File: config.mk
export PLATFORM = sky130hd
export DESIGN_NAME = center_of_mass
export DESIGN_NICKNAME = d
export VERILOG_FILES = /design/src/rtl/center_of_mass.sv
export SDC_FILE = /design/constraint.sdc
export NUM_CORES = 1
export LEC_CHECK = 0
export ABC_AREA = 1
export CORE_MARGIN = 2
export CORE_UTILIZATION = 30
export CTS_CLUSTER_DIAMETER = 40
export DETAILED_ROUTE_END_ITERATION = 8
export PLACE_DENSITY = 0.45
export SLEW_MARGIN = 20
export SYNTH_ARGS = -nofsm -noshare
export SYNTH_HDL_FRONTEND = slang
export SYNTH_SLANG_ARGS = --single-unit
File: constraint.sdc
create_clock -name clk_in -period 3.31 [get_ports clk_in]
set_input_delay 0.331 -clock clk_in [delete_from_list [all_inputs] [get_ports clk_in]]
set_output_delay 0.331 -clock clk_in [all_outputs]
set_load 0.03 [all_outputs]
File: src/rtl/center_of_mass.sv
// center_of_mass
//   Accumulates the coordinates of every masked pixel in a frame. On the
//   frame-end strobe it snapshots the sums and computes the floor-mean x/y
//   with two parallel 32-cycle restoring dividers. The centroid is then
//   presented with a one-cycle valid pulse.
//
// Parameters:
//   MIN_PIXELS  - minimum masked-pixel count for a frame to produce a centroid
//
// Ports:
//   clk_in       pixel clock
//   rst_in       synchronous active-high reset
//   x_in, y_in   pixel coordinate (11 / 10 bits)
//   valid_in     pixel on x_in/y_in/mask_in is valid
//   mask_in      threshold result for this pixel
//   tabulate_in  one-cycle frame-end strobe
//   x_out, y_out centroid (held between updates)
//   valid_out    one-cycle pulse when x_out/y_out update
//   busy_out     high while the divider runs
//
// Optional feature (macro COM_BBOX_EN):
//   adds xmin_out/xmax_out (11 bits) and ymin_out/ymax_out (10 bits), the
//   bounding box of the masked pixels, updated together with x_out/y_out.

module center_of_mass #(
  parameter int unsigned MIN_PIXELS = 1
) (
  input  logic        clk_in,
  input  logic        rst_in,
  input  logic [10:0] x_in,
  input  logic [9:0]  y_in,
  input  logic        valid_in,
  input  logic        mask_in,
  input  logic        tabulate_in,
  output logic [10:0] x_out,
  output logic [9:0]  y_out,
  output logic        valid_out,
  output logic        busy_out
`ifdef COM_BBOX_EN
  ,
  output logic [10:0] xmin_out,
  output logic [10:0] xmax_out,
  output logic [9:0]  ymin_out,
  output logic [9:0]  ymax_out
`endif
);

  localparam logic [19:0] MIN_CNT = 20'(MIN_PIXELS);

  typedef enum logic [1:0] {IDLE, DIVIDE, DONE} state_t;

  state_t      state;

  // running accumulators
  logic [31:0] x_sum, y_sum;
  logic [19:0] count;

  // divider registers: the quotient shifts into the dividend register
  logic [31:0] x_quo, y_quo;
  logic [19:0] x_rem, y_rem;
  logic [19:0] div_count;
  logic [4:0]  step_cnt;

  logic        pix;
  logic [31:0] x_sum_nxt, y_sum_nxt;
  logic [19:0] count_nxt;

  logic [20:0] x_trial, y_trial;
  logic        x_ge, y_ge;
  logic [19:0] x_rem_step, y_rem_step;
  logic [31:0] x_quo_step, y_quo_step;

  always_comb begin
    pix       = valid_in & mask_in;
    x_sum_nxt = x_sum + (pix ? {21'd0, x_in} : 32'd0);
    y_sum_nxt = y_sum + (pix ? {22'd0, y_in} : 32'd0);
    count_nxt = count + {19'd0, pix};
  end

  // One restoring-division step per cycle. The remainder is always below the
  // divisor, so the 20-bit wrap-around difference is exact whenever x_ge holds.
  always_comb begin
    x_trial    = {x_rem, x_quo[31]};
    y_trial    = {y_rem, y_quo[31]};
    x_ge       = (x_trial >= {1'b0, div_count});
    y_ge       = (y_trial >= {1'b0, div_count});
    x_rem_step = x_ge ? (x_trial[19:0] - div_count) : x_trial[19:0];
    y_rem_step = y_ge ? (y_trial[19:0] - div_count) : y_trial[19:0];
    x_quo_step = {x_quo[30:0], x_ge};
    y_quo_step = {y_quo[30:0], y_ge};
  end

`ifdef COM_BBOX_EN
  logic [10:0] run_xmin, run_xmax, snap_xmin, snap_xmax;
  logic [9:0]  run_ymin, run_ymax, snap_ymin, snap_ymax;
  logic [10:0] run_xmin_nxt, run_xmax_nxt;
  logic [9:0]  run_ymin_nxt, run_ymax_nxt;

  always_comb begin
    run_xmin_nxt = (pix && (x_in < run_xmin)) ? x_in : run_xmin;
    run_xmax_nxt = (pix && (x_in > run_xmax)) ? x_in : run_xmax;
    run_ymin_nxt = (pix && (y_in < run_ymin)) ? y_in : run_ymin;
    run_ymax_nxt = (pix && (y_in > run_ymax)) ? y_in : run_ymax;
  end
`endif

  always_ff @(posedge clk_in) begin
    if (rst_in) begin
      state     <= IDLE;
      x_sum     <= '0;
      y_sum     <= '0;
      count     <= '0;
      x_quo     <= '0;
      y_quo     <= '0;
      x_rem     <= '0;
      y_rem     <= '0;
      div_count <= '0;
      step_cnt  <= '0;
      x_out     <= '0;
      y_out     <= '0;
      valid_out <= 1'b0;
      busy_out  <= 1'b0;
`ifdef COM_BBOX_EN
      run_xmin  <= '1;
      run_xmax  <= '0;
      run_ymin  <= '1;
      run_ymax  <= '0;
      snap_xmin <= '1;
      snap_xmax <= '0;
      snap_ymin <= '1;
      snap_ymax <= '0;
      xmin_out  <= '1;
      xmax_out  <= '0;
      ymin_out  <= '1;
      ymax_out  <= '0;
`endif
    end else begin
      // accumulation runs in every state; a tabulate in IDLE overrides it
      x_sum     <= x_sum_nxt;
      y_sum     <= y_sum_nxt;
      count     <= count_nxt;
      valid_out <= 1'b0;
`ifdef COM_BBOX_EN
      run_xmin  <= run_xmin_nxt;
      run_xmax  <= run_xmax_nxt;
      run_ymin  <= run_ymin_nxt;
      run_ymax  <= run_ymax_nxt;
`endif
      case (state)
        IDLE: begin
          if (tabulate_in) begin
            // snapshot includes a pixel arriving this cycle; next frame starts empty
            x_quo     <= x_sum_nxt;
            y_quo     <= y_sum_nxt;
            div_count <= count_nxt;
            x_rem     <= '0;
            y_rem     <= '0;
            step_cnt  <= '0;
            x_sum     <= '0;
            y_sum     <= '0;
            count     <= '0;
`ifdef COM_BBOX_EN
            snap_xmin <= run_xmin_nxt;
            snap_xmax <= run_xmax_nxt;
            snap_ymin <= run_ymin_nxt;
            snap_ymax <= run_ymax_nxt;
            run_xmin  <= '1;
            run_xmax  <= '0;
            run_ymin  <= '1;
            run_ymax  <= '0;
`endif
            if (count_nxt >= MIN_CNT) begin
              state    <= DIVIDE;
              busy_out <= 1'b1;
            end
          end
        end

        DIVIDE: begin
          x_quo    <= x_quo_step;
          y_quo    <= y_quo_step;
          x_rem    <= x_rem_step;
          y_rem    <= y_rem_step;
          step_cnt <= step_cnt + 5'd1;
          if (step_cnt == 5'd31) begin
            // outputs load on the final step so they are visible during DONE
            state     <= DONE;
            busy_out  <= 1'b0;
            valid_out <= 1'b1;
            x_out     <= x_quo_step[10:0];
            y_out     <= y_quo_step[9:0];
`ifdef COM_BBOX_EN
            xmin_out  <= snap_xmin;
            xmax_out  <= snap_xmax;
            ymin_out  <= snap_ymin;
            ymax_out  <= snap_ymax;
`endif
          end
        end

        DONE: begin
          state <= IDLE;
        end

        default: begin
          state <= IDLE;
        end
      endcase
    end
  end

endmodule

# Word-level counts from Yosys, hierarchy flattened
# Index checks and enable logic that the tools add are counted.
# word_totals
output_inout_bits	23
elab_cells	66
inputBits	26
register_bits	238
# op_classes
eq_ne	5
n_bitwise	2
n_mux	28
n_reduce_logical	8
n_lt_le_gt_ge	3
add_sub_neg	6
# op_table
op	n
$mux 32	6
$pmux 32 s2	2
$mux 20	5
$pmux 20 s2	2
$ge 21x20->1	2
$sub 20x20->20	2
$add 32x10->32	1
$add 32x11->32	1
$add 20x1->20	1
$ge 20x1->1 const B	1
$mux 11	1
$mux 10	1
$pmux 5 s2	1
$mux 2	3
$ne 2x2->1 const B	3
$reduce_and 2->1	3
$add 5x1->5 const B	1
$eq 5x5->1 const B	1
$mux 5	1
$mux 1	4
$pmux 2 s2	1
$reduce_and 4->1	1
$reduce_and 3->1	1
$eq 2x1->1 const B	1
other kinds (6)	6

# Longest topological paths before layout
# Gate-level depths: netlist (run 1).
# logic_depth
depth_word	6
mapped_depth	17
ltp_nobuf	16

# Worst setup path before layout (run 1)
# No wires, ideal clock.
# synth_timing
path_kind	input to register
from	input port valid_in
to	register x_quo[14]
path_stages	14
slack_ns	0.874
arrival_time_ns	2.304
path_buffers	1
required_ns	3.178
setup_time_ns	0.132
cell_sequence	nand2_1 > clkbuf_1 > nor2_1 > ha_1 > fa_1 > nand3_1 > nand2_1 > nand2_1 > nand2_1 > nand3_1 > nand2_1 > or2_2 > nand3_1 > a21oi_1
# synth_between
elab_chain_cells	5
# synth_rtl
item	line	source
start, declared	32	input logic valid_in,
$and 1x1->1	74	pix = valid_in & mask_in;
$mux 11	75	x_sum_nxt = x_sum + (pix ? {21'd0, x_in} : 32'd0);
$add 32x11->32	75	
$mux 32	151	if (tabulate_in) begin
$pmux 32 s2	149	case (state)
end signal, assigned	153	x_quo <= x_sum_nxt;
end signal, assigned	180	x_quo <= x_quo_step;
end, declared	59	logic [31:0] x_quo, y_quo;
# No other way between the ends. The select of a mux whose other input is x is not followed.
# A chain may end at the register's enable or synchronous reset.

# Final worst setup path (run 1)
# layout_timing
from	register div_count[1]
to	register y_rem[14]
# layout_between
elab_chain_cells	3
elab_cells_between_ends	4
classes_between	add/sub (1); order compare (1); mux (2)
# layout_rtl
item	line	source
start, declared	61	logic [19:0] div_count;
start signal, assigned	155	div_count <= count_nxt;
$sub 20x20->20 or $ge 21x20->1 (tied branches)	88, 86	
$mux 20 *	88	y_rem_step = y_ge ? (y_trial[19:0] - div_count) : y_trial[19:0];
$pmux 20 s2 *	149	
end signal, assigned	183	y_rem <= y_rem_step;
end, declared	60	logic [19:0] x_rem, y_rem;
# Every way passes the cells marked *; elsewhere a longest branch is shown, timed or not.

==> summary.md, run 1 <==
| Metric | Value |
|---|---|
| First-pass GRT wire length | 70440 um |
| TritonRoute pass-1 iters | 5 |
| CP startpoint | div_count[1] |
| Fill cells | 4954 |
| Worst-path clk slew | 50 ps |
| Nature of the critical path startpoint | flop |
| Crit path max-delay family | simple AND/OR/NAND/NOR gates |
| Worst-Margin Slew | 785.1 ps |
| ANT nets after route | 0 |
| CTS tree | built |
| Most frequent cells after synthesis | nand2_1 (536), dfxtp_1 (238), inv_1 (213), nor2_1 (195), nand3_1 (162) |
| Worst path slowest cell | dfxtp_1 |
| Num Clock Sinks | 238 |
| TNS Setup | 0 ps |
| Sequential fraction of the synthesis area | 0.3390 |
| CP most frequent cell | nand2_2 |
| Worst-Skew Late Latency | 560 ps |
| Top cell type by total area after synthesis | dfxtp_1 |
| Max Cap Violations | 0 |
| Hold_ws | 271.2 ps |
| Area of the multi-input gates | 8115 um^2 |
| GRT overflow | 0 |
| Nets | 2182 |
| Distinct cells, synth | 49 |
| Post-synth EDFFs | 0 |
| Via count | 13.24k |
| Yosys warning count | 0 |
| CP endpoint kind | flop |
| CP Cell Sequence | inv_1 > ha_1 > nand3_1 > nand2_2 > nand2_2 > nand2_2 > nand3_2 > nand2_4 > nand2_8 > nand2_4 > nand2_2 > nand2_1 > nand2_1 > a21oi_1 |
| DRC violations left | 0 |
| Main synth FF type | dfxtp_1 |
| Hold Vio Cnt, Final | 0 |
| Die Area | 48600 um^2 |
| Clock Tree Buf Depth | 3 |
| CP Capture Point | y_rem[14] |
| CTS Buf Count | 44 |
| Status | completed |
| H-tree levels | 2 |
| RePlAce Congestion | 0.8664 |
| CTS Hold Buffers Added | 0 |
| CP Data Arrival Time | 3140 ps |
| # diodes | 0 |
| Leakage power | 7.182 nW |
| RSZ-0062 raised after global routing | false |
| X dimension of the die | 220.5 um |
| PwrDens | 1165 nW/um^2 |
| VDD IR-drop max | 1.118 mV |
| Post-CTS sizing | 0 |
| CP max FO | 21 |
| Post-Syn Nets | 2140 |
| Min setup slack post-route | 652.3 ps |
| Max Slew Vio Count | 0 |
| WL/cell | 15.84 um |
| Site row count | 79 |
| Post-Synthesis Cells | 2045 |
| Crit path largest cell delay | 460 ps |
| Final core occ | 0.3591 |
| Post-synth top area share | 0.3390 |
| First-iteration detailed-routing DRC count | 683 |
| Pin count of the biggest net entering global routing | 110 |
| Post-detail-place hpwl | 31020 um |
| Final setup viols | 0 |
| Worst R2R Path Depth | 14 |
| Initial antenna violation count | 0 |
| Worst setup path class | reg2reg |
| Reg-to-reg slack, setup | 650 ps |
| Top cells by area, synth | dfxtp_1 (34%), nand2_1 (14%), ha_1 (5.8%) |
| Layout cells sized above 1 | 0.09481 |
| Pre-CTS setup slack | 258.4 ps |
| CP bufs+invs | 1 |
| Post-synthesis cell area | 14060 um^2 |
| Clock Skew | 17.47 ps |
| Most numerous cell in the Yosys netlist | nand2_1 |
| Port buffer count | 48 |
| CP required | 3790 ps |
| IO Pins | 49 |
| Min-Delay Path Class | in2reg |
| Synthesis-stage register bit count | 238 |
| Mean Syn Cell Area | 6.873 um^2 |
| Ys async rst share | 0 |
| Area Growth Syn to Fin | 18.43% |
| Vias per Instance | 4.856 |
| Number of global-route vias before repair | 13.24k |
| Reg area | 4765 um^2 |
| Minimum clock period | 2658 ps |
| Slew HR | 0.4753 |
| Root Driver | clkbuf_16 |
| Starting Density | 0.3032 |
| Crit Reg-Reg Endpoint | y_rem[14] |
| Total core area | 46360 um^2 |
| Post-CTS Setup Repair Bufs | 0 |
| Reg-to-reg startpoint | div_count[1] |
| Final period utilization | 0.8029 |
| Overall die height | 220.5 um |
| Stages on the worst setup path | 14 |
| Drt total wl | 43200 um |
| GR Util All Layers | 0.1825 |
| Max Fclk | 0.3763 GHz |
==> worst reg2reg max path, stage by stage (launching register included) <==
cell	delay [ps]
dfxtp_1	460
inv_1	190
ha_1	360
nand3_1	90
nand2_2	130
nand2_2	70
nand2_2	100
nand3_2	110
nand2_4	120
nand2_8	120
nand2_4	300
nand2_2	250
nand2_1	110
nand2_1	60
a21oi_1	110
==> power breakdown <==
| part | switching [mW] | internal, mW | leakage, nW | total, mW |
|---|---|---|---|---|
| Sequential | 0.159 | 3.07 | 1.92 | 3.23 |
| Clock | 1.65 | 2.93 | 0.723 | 4.58 |
| Combinational | 7.63 | 3.96 | 4.54 | 11.6 |
| Total | 9.44 | 9.96 | 7.18 | 19.4 |
==> how the worst min path moves through the flow <==
stage               cells after the start  slack (ps)  startpoint      endpoint
floorplan                               2         440    x_quo[1]      x_out[2]
global placement                        2         450   y_rem[19]     y_rem[19]
detailed placement                      2         460   y_rem[19]     y_rem[19]
CTS                                     4         240      rst_in  div_count[0]
global route                            4         280      rst_in  div_count[0]
finish                                  4         270      rst_in  div_count[0]
==> cells in the final DEF, fill, tap and decap left out, types with 6 or more instances in the layout <==
| master | count |
|---|---|
| o21ai_1 | 10 |
| nor2_2 | 8 |
| nand3b_1 | 36 |
| o22ai_1 | 23 |
| a31oi_1 | 17 |
| nor4_1 | 7 |
| clkinvlp_4 | 6 |
| a21oi_2 | 13 |
| ha_1 | 65 |
| inv_2 | 13 |
| xor2_1 | 22 |
| nand2_1 | 535 |
| buf_4 | 14 |
| or2_2 | 7 |
| o21ai_0 | 28 |
| inv_6 | 6 |
| dfxtp_1 | 238 |
| nand3_2 | 20 |
| nor3_1 | 24 |
| nand4_1 | 34 |
| nor2_4 | 6 |
| clkbuf_8 | 7 |
| clkdlybuf4s50_1 | 47 |
| a21o_1 | 8 |
| inv_1 | 213 |
| clkbuf_16 | 44 |
| a21oi_1 | 153 |
| a22oi_1 | 47 |
| nand3_1 | 162 |
| o21bai_1 | 7 |
| nand2_2 | 21 |
| nor2_1 | 195 |
| xnor2_1 | 22 |
==> cell families after synthesis <==
group	share of synthesized area
AO/OA/AOI/OAI	0.1390
XOR/XNOR	0.02742
adder cells (fa/ha/maj)	0.06356
buffers and inverters	0.08457
flip-flops	0.3390
AND/OR/NAND/NOR	0.3465
==> sequential cells by signal, indices dropped and copies added, names as in the netlist, 10 cells and up <==
signal / cells
y_out: 10
x_sum: 32
y_quo: 32
x_out: 11
x_rem: 20
div_count: 20
x_quo: 32
y_rem: 20
count: 20
y_sum: 32
==> cell type report <==
class	count	area share
Clock buffer	53	0.07238
Clock inverter	26	0.01789
Inverter	226	0.05096
Multi-Input combinational cell	1512	0.4875
Sequential cell	238	0.2862
Tap cell	607	0.04563
Timing Repair Buffer	65	0.03939
==> per-layer routing <==
metal	up-vias	part of all wire	global-route usage
met5	-	0	0
met4	0	0.022	0.05548
met1	6139	0.49	0.2432
li1	6857	-	-
met3	58	0.036	0.02488
met2	187	0.45	0.3056
==> stage by stage <==
stage	std cells	instance area, um^2	total power, mW
after CTS	2727	16650	19.62
after global routing	2727	16650	21.10
final	2727	16650	19.40
after floorplan	2045	14060	12.84
after detailed placement	2648	15140	14.93
after global placement	2648	15140	14.88
Note: power is estimated with default switching activity, not from simulation.
==> run 2, diff against run 1 <==
==> constraint.sdc (replaced) <==
create_clock -name clk_in -period 2.5 [get_ports clk_in]
set_input_delay 0.25 -clock clk_in [delete_from_list [all_inputs] [get_ports clk_in]]
set_output_delay 0.25 -clock clk_in [all_outputs]
set_load 0.03 [all_outputs]
==> summary.md, run 2 (synthesis results as in run 1) <==
| Metric | Value |
|---|---|
| Num Clock Sinks | 238 |
| Clock Skew | 23.31 ps |
| First-iteration detailed-routing DRC count | 708 |
| Via count | 13.67k |
| H-tree levels | 2 |
| Post-CTS sizing | 0 |
| GR Util All Layers | 0.1905 |
| Nets | 2292 |
| Drt total wl | 45270 um |
| CP required | 2990 ps |
| CTS Buf Count | 46 |
| Gate power share | 0.610 |
| Total Power | 27.39 mW |
| GRT overflow | 0 |
| Overall die height | 220.5 um |
| Initial antenna violation count | 0 |
| Total core area | 46360 um^2 |
| RePlAce Congestion | 0.8608 |
| RSZ-0062 raised after global routing | false |
| CP Data Arrival Time | 2840 ps |
| Status | completed |
| Starting Density | 0.3032 |
| PwrDens | 1554 nW/um^2 |
| Slew HR | 0.5754 |
| Port buffer count | 48 |
| Sw Share | 0.4712 |
| # diodes | 0 |
| Internal cell power | 14.49 mW |
| Final period utilization | 0.9408 |
| TritonRoute pass-1 iters | 7 |
| Crit path largest cell delay | 440 ps |
| Minimum clock period | 2352 ps |
| Post-DP Area | 16020 um^2 |
| Leakage power | 7.790 nW |
| Final instance area | 17630 um^2 |
| Max Slew Vio Count | 0 |
| Hold Vio Cnt, Final | 0 |
| Vias per Instance | 4.810 |
| Worst-Margin Slew | 637.0 ps |
| IO Pins | 49 |
| Root Driver | clkbuf_16 |
| Commonest non-fill, non-tap cells in the layout | nand2_1 (535), dfxtp_1 (238), inv_1 (213), nor2_1 (195), nand3_1 (162) |
| DRC violations left | 0 |
| Die Area | 48600 um^2 |
| Commonest non-fill, non-tap cell in the layout | nand2_1 |
| Seq pwr share | 0.156 |
| Psw | 12.91 mW |
| Worst setup path class | reg2reg |
| Pin count of the biggest net entering global routing | 110 |
| ANT nets after route | 0 |
| Site row count | 79 |
| Worst-Skew Late Latency | 590 ps |
| Max Cap Violations | 0 |
| Post-CTS Setup Repair Bufs | 0 |
| CP endpoint kind | flop |
| Post-detail-place hpwl | 33810 um |
| Min-Delay Path Class | in2reg |
| CP max FO | 3 |
| Layout cells sized above 1 | 0.1409 |
| CP most frequent cell | nand2_1 |
| Nature of the critical path startpoint | flop |
| X dimension of the die | 220.5 um |
| Clock Tree Buf Depth | 3 |
| Number of global-route vias before repair | 13.63k |
| VDD IR-drop max | 1.122 mV |
| TNS Setup | 0 ps |
| Final setup viols | 0 |
| Max Fclk | 0.4252 GHz |
| Worst path slowest cell | fa_1 |
| WL/cell | 15.93 um |
| Clk pwr share | 0.233 |
| First-pass GRT wire length | 72800 um |
| Worst-path clk slew | 50 ps |
| Final core occ | 0.3803 |
| CTS Hold Buffers Added | 0 |
| Area Growth Syn to Fin | 25.41% |
| CP Cell Sequence | inv_1 > ha_1 > fa_1 > o21ai_2 > nand2_1 > nand2_1 > nand2_1 > nand2_1 > nor2_1 > o21ai_2 > nand3_1 > a21oi_1 |
| CTS tree | built |
-- run 2: changes by cell type in the layout (fill, tap and decap cells not counted) --
cell / previous run / this run
o21ai_1: 10 / 8
inv_16: 0 / 1
clkinv_4: 5 / 6
clkinvlp_4: 6 / 4
buf_4: 14 / 117
clkinv_8: 1 / 0
buf_12: 4 / 9
inv_6: 6 / 3
o21ai_2: 4 / 6
clkinv_2: 4 / 6
clkbuf_16: 44 / 47
clkbuf_1: 2 / 5
inv_8: 0 / 3
-- run 2: final timing paths --
kind | start | end | slack (ps) | depth (start not counted)
max | x_quo[31] | x_rem[10] | 150 | 12
min | rst_in | y_quo[10] | 270 | 3
max reg2reg | x_quo[31] | x_rem[10] | 150 | 12
min reg2reg | y_rem[19] | y_rem[19] | 470 | 2
-- run 2: through the flow --
| stage | std cells | setup slack, ps | hold slack (ps) |
|---|---|---|---|
| finish | 2842 | 148.1 | 272.8 |
| detailed placement | 2756 | -386.3 | 457.1 |
| global placement | 2756 | -419.4 | 452.7 |
| CTS | 2842 | 92.62 | 262.0 |
| global route | 2842 | 9.907 | 293.9 |
| floorplan | 2045 | 145.2 | 438.2 |
-- run 2: final cells by class --
| class | count | area [um^2] |
|---|---|---|
| repair buffers | 173 | 1529 |
| multi-input cells | 1512 | 8123 |
| clock buffers | 59 | 1291 |
| clock inverters | 27 | 312.8 |
| flip-flops and latches | 238 | 4765 |
| fillers | 4973 | 28730 |
| inverters | 226 | 848.3 |
| well taps | 607 | 759.5 |
-- run 2: metal layers --
| layer | vias to the layer above | wire length (um) | global-route usage |
|---|---|---|---|
| met5 | - | 0 | 0 |
| met4 | 0 | 957 | 0.05570 |
| met3 | 70 | 1448 | 0.02570 |
| met2 | 199 | 21350 | 0.3321 |
| met1 | 6326 | 21510 | 0.2442 |
| li1 | 7074 | - | - |
-- run 2: power groups by stage --
stage	clock (mW)	sequential [mW]	combinational, mW
global route	6.73	4.31	18.7
detailed placement	0	4.34	16.8
global placement	0	4.35	16.7
floorplan	0	4.28	12.7
CTS	6.57	4.27	16.8
finish	6.40	4.27	16.7
-- run 2: critical path, delay by kind of cell (launching register included) --
kind,cells,cell delay [ps]
simple gates,6,510
compound gates,3,490
buf+inv,1,120
flops,1,430
fa+ha+maj,2,680
==> run 3, diff against run 2 <==
--- a/config.mk
+++ b/config.mk
@@ -6,11 +6,13 @@
 export NUM_CORES = 1
 export LEC_CHECK = 0
 export ABC_AREA = 1
+export CELL_PAD_IN_SITES_DETAIL_PLACEMENT = 1
+export CELL_PAD_IN_SITES_GLOBAL_PLACEMENT = 2
 export CORE_MARGIN = 2
 export CORE_UTILIZATION = 30
 export CTS_CLUSTER_DIAMETER = 40
 export DETAILED_ROUTE_END_ITERATION = 8
-export PLACE_DENSITY = 0.45
+export PLACE_DENSITY = 0.7
 export SLEW_MARGIN = 20
 export SYNTH_ARGS = -nofsm -noshare
 export SYNTH_HDL_FRONTEND = slang
==> constraint.sdc (replaced) <==
create_clock -name clk_in -period 2.3 [get_ports clk_in]
set_input_delay 0.23 -clock clk_in [delete_from_list [all_inputs] [get_ports clk_in]]
set_output_delay 0.23 -clock clk_in [all_outputs]
set_load 0.03 [all_outputs]
==> summary.md, run 3 (synthesis results as in run 1) <==
| Metric | Value |
|---|---|
| Post-detail-place hpwl | 36570 um |
| Worst-Margin Slew | 695.5 ps |
| Minimum clock period | 2254 ps |
| Commonest non-fill, non-tap cell in the layout | nand2_1 |
| Reg area | 4766 um^2 |
| Number of global-route vias before repair | 14.86k |
| Number of placed instances with taps included | 2794 |
| Worst-path clk slew | 60 ps |
| GRT overflow | 0 |
| Internal cell power | 17.60 mW |
| RePlAce Congestion | 0.8611 |
| Starting Density | 0.3032 |
| CP required | 2730 ps |
| CP Data Arrival Time | 2680 ps |
| Crit path max-delay family | simple AND/OR/NAND/NOR gates |
| Max Fclk | 0.4437 GHz |
| CP endpoint kind | flop |
| Worst-Skew Late Latency | 590 ps |
| Drt total wl | 49470 um |
| Crit Reg-Reg Endpoint | y_rem[13] |
| CTS Buf Count | 50 |
| Area Growth Syn to Fin | 31.48% |
| Layout cells sized above 1 | 0.1859 |
| RSZ-0062 raised after global routing | true |
| Reg-to-reg slack, setup | 50 ps |
| PwrDens | 1780 nW/um^2 |
| Max Cap Violations | 0 |
| Final instance area | 18480 um^2 |
| Vias per Instance | 4.908 |
| Final period utilization | 0.9799 |
| # diodes | 0 |
| Status | completed |
| H-tree levels | 2 |
| VDD IR-drop max | 1.337 mV |
| First-iteration detailed-routing DRC count | 542 |
| Root Driver | clkbuf_16 |
| Crit path largest cell delay | 400 ps |
| ANT nets after route | 0 |
| IO Pins | 49 |
| Gate power share | 0.630 |
| Via count | 14.20k |
| Hold depth | 5 |
| Clock Tree Buf Depth | 3 |
| Port buffer count | 48 |
| X dimension of the die | 220.5 um |
| Nets | 2340 |
| Final setup viols | 0 |
| Clk pwr share | 0.228 |
| CP most frequent cell | nand3_2 |
| Worst path slowest cell | ha_4 |
| Psw | 15.29 mW |
| Seq pwr share | 0.142 |
| Sw Share | 0.4650 |
| CTS Hold Buffers Added | 0 |
| Slew HR | 0.5364 |
| Worst R2R Path Depth | 14 |
| Worst setup path class | reg2reg |
| GR Util All Layers | 0.2064 |
| TritonRoute pass-1 iters | 4 |
| Leakage power | 8.135 nW |
| Max Slew Vio Count | 0 |
| Pre-CTS setup slack | -522.1 ps |
| Pin count of the biggest net entering global routing | 110 |
| Die Area | 48600 um^2 |
| Stages on the worst setup path | 14 |
| First-pass GRT wire length | 79330 um |
| Post-DP Area | 16360 um^2 |
| Hold Vio Cnt, Final | 0 |
| Min setup slack post-route | 46.16 ps |
| DRC violations left | 0 |
| CP Capture Point | y_rem[13] |
| CP Cell Sequence | clkinvlp_4 > ha_4 > nand2_4 > nor2_4 > inv_2 > nor2_4 > nand3_2 > nand2_2 > a21oi_4 > nand2_4 > buf_12 > nand3_2 > nand3_2 > a21oi_2 |
| CP bufs+invs | 3 |
| Final core occ | 0.3986 |
| Total Power | 32.89 mW |
| CP startpoint | div_count[14] |
| Reg-to-reg startpoint | div_count[14] |
| Initial antenna violation count | 1 |
| Area of the multi-input gates | 8416 um^2 |
| Min-Delay Path Class | in2reg |
| Finished Layout Cells | 2893 |
| CTS tree | built |
| Site row count | 79 |
| Clock Skew | 27.69 ps |
| Total core area | 46360 um^2 |
| Commonest non-fill, non-tap cells in the layout | nand2_1 (525), dfxtp_1 (237), inv_1 (204), nor2_1 (191), nand3_1 (160) |
| Num Clock Sinks | 238 |
| Fill cells | 5772 |
| WL/cell | 17.10 um |
| CP max FO | 8 |
| Overall die height | 220.5 um |
| Nature of the critical path startpoint | flop |
==> run 3: stage by stage <==
step                hold slack (ps)  setup TNS, ps
global route                  247.8         -885.6
global placement              453.4         -33080
detailed placement            462.0         -36590
floorplan                     438.2              0
CTS                           167.9              0
finish                        204.5              0
==> run 3: area by class of cell <==
cell class                      instances  area share
Tap cell                              607     0.04110
Clock inverter                         34     0.02234
Timing Repair Buffer                  217      0.1049
Clock buffer                           59     0.07224
Inverter                              226     0.04611
Multi-Input combinational cell       1512      0.4554
Sequential cell                       238      0.2579
==> run 3: worst min path at each step <==
stage                         from  endpoint  slack, ps
after CTS                   rst_in  y_quo[2]        170
after global placement    x_quo[8]  x_out[9]        450
after detailed placement  x_quo[8]  x_out[9]        460
after floorplan           x_quo[1]  x_out[2]        440
final                       rst_in  y_quo[2]        200
after global routing        rst_in  y_quo[2]        250
==> run 3: layer usage <==
layer,up-vias,wire (um),track usage
met5,-,0,0
met1,6764,23200,0.2652
met4,0,1271,0.07315
li1,7193,-,-
met2,168,23350,0.3502
met3,74,1648,0.03162
==> run 3: worst min-delay path: cells and delay by family <==
| kind | cells | cell delay (ps) |
|---|---|---|
| buf+inv | 4 | 440 |
| simple gates | 1 | 80 |
==> run 3: repair_timing <==
item / 4_1_cts / 5_1_grt
buffers inserted: 0 / 5
cloned: 0 / 1
setup endpoints to repair: 9 / 68
pin swaps: 0 / 10
gates resized for setup: 3 / 69
==> run 3: power groups by stage <==
stage | Clock (mW) | Combinational (mW) | Sequential (mW)
after global placement | 0 | 19.5 | 4.73
after floorplan | 0 | 13.8 | 4.65
after CTS | 7.70 | 19.9 | 4.66
after detailed placement | 0 | 19.8 | 4.74
final | 7.49 | 20.7 | 4.68
after global routing | 7.88 | 23.1 | 4.72
